### src/rtl/gnrc_codec_pkg.sv
// Shared Gray/binary conversion helpers. Functions work on a 32-bit container;
// narrower callers zero-extend and slice the result.
package gnrc_codec_pkg;

  function automatic logic [31:0] bin2gray(input logic [31:0] x);
    return x ^ (x >> 1);
  endfunction

  // Prefix XOR from the MSB down; zero-extended upper bits leave the low bits intact.
  function automatic logic [31:0] gray2bin(input logic [31:0] g);
    logic [31:0] b;
    b[31] = g[31];
    for (int i = 30; i >= 0; i--) begin
      b[i] = b[i+1] ^ g[i];
    end
    return b;
  endfunction

endpackage

### src/rtl/gnrc_bin2gray.sv
// Purely combinational N-bit binary-to-Gray encoder.
module gnrc_bin2gray #(
  parameter int N = 8
) (
  input  logic [N-1:0] bin_i,
  output logic [N-1:0] gray_o
);

  for (genvar i = 0; i < N - 1; i++) begin : g_bit
    assign gray_o[i] = bin_i[i] ^ bin_i[i+1];
  end

  assign gray_o[N-1] = bin_i[N-1];

endmodule

### src/rtl/gnrc_gray_cnt.sv
// Up/down binary counter with a separately registered Gray copy, so gray_o is
// flop-driven and safe to hand across clock domains.
module gnrc_gray_cnt
  import gnrc_codec_pkg::*;
#(
  parameter int N       = 8,
  parameter int RST_VAL = 0
) (
  input  logic         clk_i,
  input  logic         rst_i,
  input  logic         clr_i,
  input  logic         en_i,
  input  logic         dir_i,
  input  logic         load_i,
  input  logic [N-1:0] load_bin_i,
  output logic [N-1:0] bin_o,
  output logic [N-1:0] gray_o,
  output logic [N-1:0] gray_next_o,
  output logic         wrap_o
);

  localparam logic [N-1:0] RstBin  = N'(RST_VAL);
  localparam logic [N-1:0] RstGray = N'(bin2gray(32'(RST_VAL)));
  localparam logic [N-1:0] MaxBin  = '1;

  logic [N-1:0] binQ;
  logic [N-1:0] grayQ;
  logic         wrapQ;
  logic [N-1:0] binNext;
  logic [N-1:0] grayNext;
  logic         wrapNext;

  // Reset is folded into the mux too, so gray_next_o always predicts the next gray_o.
  always_comb begin
    binNext  = binQ;
    wrapNext = 1'b0;
    if (rst_i) begin
      binNext = RstBin;
    end else if (clr_i) begin
      binNext = RstBin;
    end else if (load_i) begin
      binNext = load_bin_i;
    end else if (en_i) begin
      if (dir_i) begin
        binNext  = binQ + 1'b1;
        wrapNext = (binQ == MaxBin);
      end else begin
        binNext  = binQ - 1'b1;
        wrapNext = (binQ == '0);
      end
    end
  end

  gnrc_bin2gray #(
    .N(N)
  ) u_bin2gray (
    .bin_i (binNext),
    .gray_o(grayNext)
  );

  always_ff @(posedge clk_i) begin
    if (rst_i) begin
      binQ  <= RstBin;
      grayQ <= RstGray;
      wrapQ <= 1'b0;
    end else begin
      binQ  <= binNext;
      grayQ <= grayNext;
      wrapQ <= wrapNext;
    end
  end

  assign bin_o       = binQ;
  assign gray_o      = grayQ;
  assign wrap_o      = wrapQ;
  assign gray_next_o = grayNext;

endmodule

### config.mk
export PLATFORM = sky130hd
export DESIGN_NAME = gnrc_gray_cnt
export DESIGN_NICKNAME = d
export VERILOG_FILES = /design/src/rtl/gnrc_codec_pkg.sv /design/src/rtl/gnrc_bin2gray.sv /design/src/rtl/gnrc_gray_cnt.sv
export SDC_FILE = /design/constraint.sdc
export NUM_CORES = 1
export LEC_CHECK = 0
export CAP_MARGIN = 20
export CELL_PAD_IN_SITES_DETAIL_PLACEMENT = 1
export CELL_PAD_IN_SITES_GLOBAL_PLACEMENT = 1
export CORE_ASPECT_RATIO = 0.5
export CORE_MARGIN = 10
export CORE_UTILIZATION = 32
export CTS_CLUSTER_DIAMETER = 120
export DETAILED_ROUTE_END_ITERATION = 16
export GPL_TIMING_DRIVEN = 0
export HOLD_SLACK_MARGIN = 0.12
export PLACE_DENSITY = 0.76
export SKIP_CTS_REPAIR_TIMING = 1
export SLEW_MARGIN = 30
export SYNTH_ARGS = -nofsm -noshare
export SYNTH_HDL_FRONTEND = slang
export SYNTH_SLANG_ARGS = --single-unit
### constraint.sdc
create_clock -name clk_i -period 3.68 [get_ports clk_i]
set_clock_uncertainty 0.2 [all_clocks]
set_input_delay 0.92 -clock clk_i [delete_from_list [all_inputs] [get_ports clk_i]]
set_output_delay 0.92 -clock clk_i [all_outputs]
set_load 0.1 [all_outputs]
==> reports/results.env, run 1 <==
NUM_ANTENNA_CELLS=0
AREA_DELTA_SYNTH_FINAL_PCT=100
ADDER_AND_MAJORITY_CELL_FRACTION_OF_THE_SYNTHESIZED_AREA_PCT=8.70
CRIT_CHAIN='buf_12 > clkinvlp_4 > buf_8 > ha_4 > nor2b_4 > o2111ai_2 > o21ai_2 > a31o_1 > nor3_4 > buf_12 > xor2_4 > buf_12'
SYNTH_AREA_SQ_UM=1090
WORST_PATH_DOMINANT_CELL_FAMILY='buffers and inverters'
CRITICAL_PATH.N_BUFFERS_INVERTERS=5
MAPPEDNETLISTNETS=139
CTSLONGESTPATHBUFFERS=2
FIN_UTIL_PCT=69.9
SYN_INST=118
YS_ASYNC_SR_FRACTION_PCT=0
CTS_HTREE_LEVELS=1
CTS_SINKS=16
YS_TYPES=43
FIN_WS_NS=-0.342
CRITICAL_PATH_START_TYPE='input pin'
SYNTH-SEQ-CELLS=16
PATH_COMMON_CELL='sky130_fd_sc_hd__buf_12'
DR_TOTAL_VIAS=1142
WORST-ENDPOINT-REQUIRED_NS=2.56
CLOCK.FMAX_MHz=249
DP_WORST_SETUP_SLACK_NS=-2.15
DRT_PASS1_ITERATIONS=4
REPORT.POWER.TOTAL_mW=0.828
DIE_AREA_SQ_UM=6300
YS.FLOP_TYPE='sky130_fd_sc_hd__dfxtp_1'
RSZ0062_AT_GRT='yes'
POST_SYNTH_MUX_AREA_SHARE_PCT=4.12
TRITONCTS_CLOCK_TREE='done'
NUMBER_OF_ENABLE_TYPE_REGISTER_CELLS_IN_THE_SYNTHESIZED_NETLIST=0
HOLD_WS_NS=0.548
SYNTH.TOP_CELL.AREA_SHARE_PCT=29.3
CLK_PIN_SLEW_WORST_PATHS_NS=0.08
SYNTH_WARNINGS=0
CORE_REGION_AREA_SQ_UM=3140
CLOCKROOTBUFFER='sky130_fd_sc_hd__clkbuf_8'
FINALHOLDVIOLATIONS=0
VIA_COUNT_OF_THE_FIRST_GLOBAL_ROUTING_PASS=1047
WEIGHTED_CONGESTION_REPORTED_AT_THE_END_OF_ROUTABILITY_DRIVEN_PLACEMENT=0.811
GROUTE.USAGE.OVERALL_PCT=12.0
GRT-OVFL-TOTAL=0
FINAL.MIN_CLOCK_PERIOD_NS=4.02
BUFFER_PORTS.INSERTED=37
FINALNETCOUNT=202
VIA_PER_INST=5.19
SYNTH-SIMPLE-AREA-SHARE_PCT=15.8
POST-SYNTH-TOP-COUNT-CELL='sky130_fd_sc_hd__dfxtp_1'
ROUTED_WIRE_LENGTH_PER_INSTANCE_UM=22.3
SYNTH_TOP_FAMILY_BY_AREA='compound AO/OA/AOI/OAI gates'
FINALMAXSLEWVIOLATIONS=0
CTS_MADE_BUFFERS=3
SYNTHXORXNORAREAFRAC_PCT=16.0
WORST_SLEW_PIN_SLEW_NS=1.01
WORST_EP_ARRIVAL_TIME_NS=2.90
CRITICAL_PATH_FANOUTS_MAX=6
SEQ_AREA_FRAC_SYNTH_PCT=29.3
POST_ROUTE_ANT_NETS=0
SYNTH_COMPOUND_AREA_SHARE_PCT=18.6
MAXCAPVIOLCOUNT=0
AVGSYNTHCELLAREA_SQ_UM=9.27
FP.DIEH_UM=61.3
FINAL_CELL_COUNT_NO_FILL=220
FIN_CRIT_SH_PCT=109
LAYOUT-DRIVE-GT1-SHARE_PCT=47.2
CRITICAL_PATH_CLASS='in -> out'
NETLIST.TOP_CELL.BY_AREA='sky130_fd_sc_hd__dfxtp_1'
VIOLATIONS='negative setup slack'
DRC_ERRORS=0
VDD_IR_DROP_MAX_mV=0.263
FLOORPLAN.ROWS=14
BOUNDARYPINS=39
ANTENNA_VIOLATIONS_BEFORE_REPAIR=0
HEADROOM_TO_THE_MAX_SLEW_LIMIT_PCT=32.5
POST-PLACE-CELLS=196
PLACE_HPWL_UM=2850
LEAK_PWR_nW=0.886
DRT_ITER0_MARKERS=88
OUTCOME='finished with violations'
CLK_LATENCY_NS=0.26
MOST_FREQUENT_CELLS_AFTER_SYNTHESIS='sky130_fd_sc_hd__dfxtp_1, sky130_fd_sc_hd__xnor2_1, sky130_fd_sc_hd__inv_1, sky130_fd_sc_hd__nor2_1, sky130_fd_sc_hd__xor2_1'
SYNTH_TOP_CELLS_BY_AREA='sky130_fd_sc_hd__dfxtp_1, sky130_fd_sc_hd__xnor2_1, sky130_fd_sc_hd__ha_1'
FLOORPLAN.INITIALDENSITY_PCT=34.9
GRT_PASS1_WL_UM=5770
CRIT_PATH_END_KIND='primary output'
GRT_START_MAX_NET_PINS=11
CRIT_PATH_TOP_DELAY_CELL='sky130_fd_sc_hd__a31o_1'
DIE_WIDTH_UM=103
WORSTHOLDPATHTYPE='reg -> reg'
ROUTED_WL_UM=4910
CRITPATHMAXSTAGEDELAY_NS=0.24
POWER.DENSITY_CELL_AREA_nW_PER_UM2=378
FINAL-SETUP-VIOL-COUNT=8
flip-flops by register name (all words and copies together), names as in the netlist:
signal and flops:
bin_o 8, gray_o 7, wrap_o 1
power breakdown:
part | internal [mW] | leakage (nW) | switching (mW) | total (mW)
logic | 0.164 | 0.723 | 0.294 | 0.458
registers | 0.187 | 0.134 | 0.0140 | 0.201
clock network | 0.0953 | 0.0288 | 0.0731 | 0.168
total | 0.447 | 0.886 | 0.381 | 0.828
worst paths after layout:
| kind | to | cells past startpoint | slack, ns | from |
|---|---|---|---|---|
| worst max-delay path | gray_next_o[6] | 12 | -0.34 | dir_i |
| worst min register to register | wrap_o$_SDFF_PP0_ | 3 | 0.55 | bin_o[2]$_SDFF_PP0_ |
| worst min-delay path | wrap_o$_SDFF_PP0_ | 3 | 0.55 | bin_o[2]$_SDFF_PP0_ |
| worst max register to register | gray_o[5]$_SDFF_PP0_ | 10 | 1.23 | bin_o[0]$_SDFF_PP0_ |
metrics by stage:
step	setup TNS (ns)	instance area [sq um]
global placement	-16.10	1720
floorplan	-1.89	1300
detailed placement	-16.10	1730
global route	-2.67	2190
finish	-2.12	2190
CTS	-15.61	1790
routing by layer:
layer  GRT usage, %  vias to the layer above  share of wire, %
met1           15.5                      572                42
met2           19.3                       28                51
met5              0                        -                 0
li1               -                      538                 -
met4           3.59                        0              0.77
met3           3.13                        4               5.6
worst register-to-register path, stage by stage (launching register included):
cell	delay, ns
sky130_fd_sc_hd__dfxtp_2	0.42
sky130_fd_sc_hd__inv_1	0.09
sky130_fd_sc_hd__fa_2	0.44
sky130_fd_sc_hd__nor2b_4	0.17
sky130_fd_sc_hd__o2111ai_2	0.14
sky130_fd_sc_hd__o21ai_2	0.14
sky130_fd_sc_hd__a31o_1	0.27
sky130_fd_sc_hd__nor3_4	0.07
sky130_fd_sc_hd__buf_12	0.15
sky130_fd_sc_hd__buf_4	0.14
sky130_fd_sc_hd__xnor2_1	0.11
placed cells by master (no fill, tap or decap), types with 2 or more instances in the layout:
| cell | count |
|---|---|
| sky130_fd_sc_hd__nor2_1 | 6 |
| sky130_fd_sc_hd__xor2_4 | 3 |
| sky130_fd_sc_hd__nand2b_1 | 3 |
| sky130_fd_sc_hd__xor2_1 | 4 |
| sky130_fd_sc_hd__xnor2_2 | 2 |
| sky130_fd_sc_hd__clkbuf_8 | 4 |
| sky130_fd_sc_hd__xnor2_1 | 7 |
| sky130_fd_sc_hd__nand2_1 | 2 |
| sky130_fd_sc_hd__a211oi_1 | 2 |
| sky130_fd_sc_hd__a21oi_2 | 3 |
| sky130_fd_sc_hd__buf_12 | 10 |
| sky130_fd_sc_hd__dfxtp_1 | 11 |
| sky130_fd_sc_hd__a21oi_1 | 3 |
| sky130_fd_sc_hd__xnor2_4 | 4 |
| sky130_fd_sc_hd__nor4_1 | 2 |
| sky130_fd_sc_hd__inv_1 | 8 |
| sky130_fd_sc_hd__nor2_4 | 3 |
| sky130_fd_sc_hd__ha_4 | 5 |
| sky130_fd_sc_hd__a31oi_1 | 2 |
| sky130_fd_sc_hd__mux2i_1 | 2 |
| sky130_fd_sc_hd__dfxtp_2 | 5 |
| sky130_fd_sc_hd__buf_4 | 22 |
| sky130_fd_sc_hd__buf_6 | 3 |
| sky130_fd_sc_hd__nand4_1 | 2 |
| sky130_fd_sc_hd__clkdlybuf4s50_1 | 27 |
cells by family after synthesis:
logic type / Yosys count
buffers and inverters: 16
xor gates and xnor gates: 20
AOI/OAI and AO/OA: 26
adders and majority gates: 7
muxes: 4
and+or+nand+nor: 29
DFF: 16
layout make-up:
class / instances / area [sq um]
plain buffers: 5 / 38.8
repair buffers: 60 / 663
flip-flops and latches: 16 / 327
multi-input cells: 86 / 1020
fillers: 287 / 943
clock buffers: 4 / 55.1
inverters: 9 / 37.5
well taps: 40 / 50.0
Note: power is estimated with default switching activity, not from simulation.
==> run 2: changes to the inputs <==
RECOVER_POWER = 25   (was default)
==> results of run 2 <==
Final layout, timing and power as in run 1 (identical DEF).
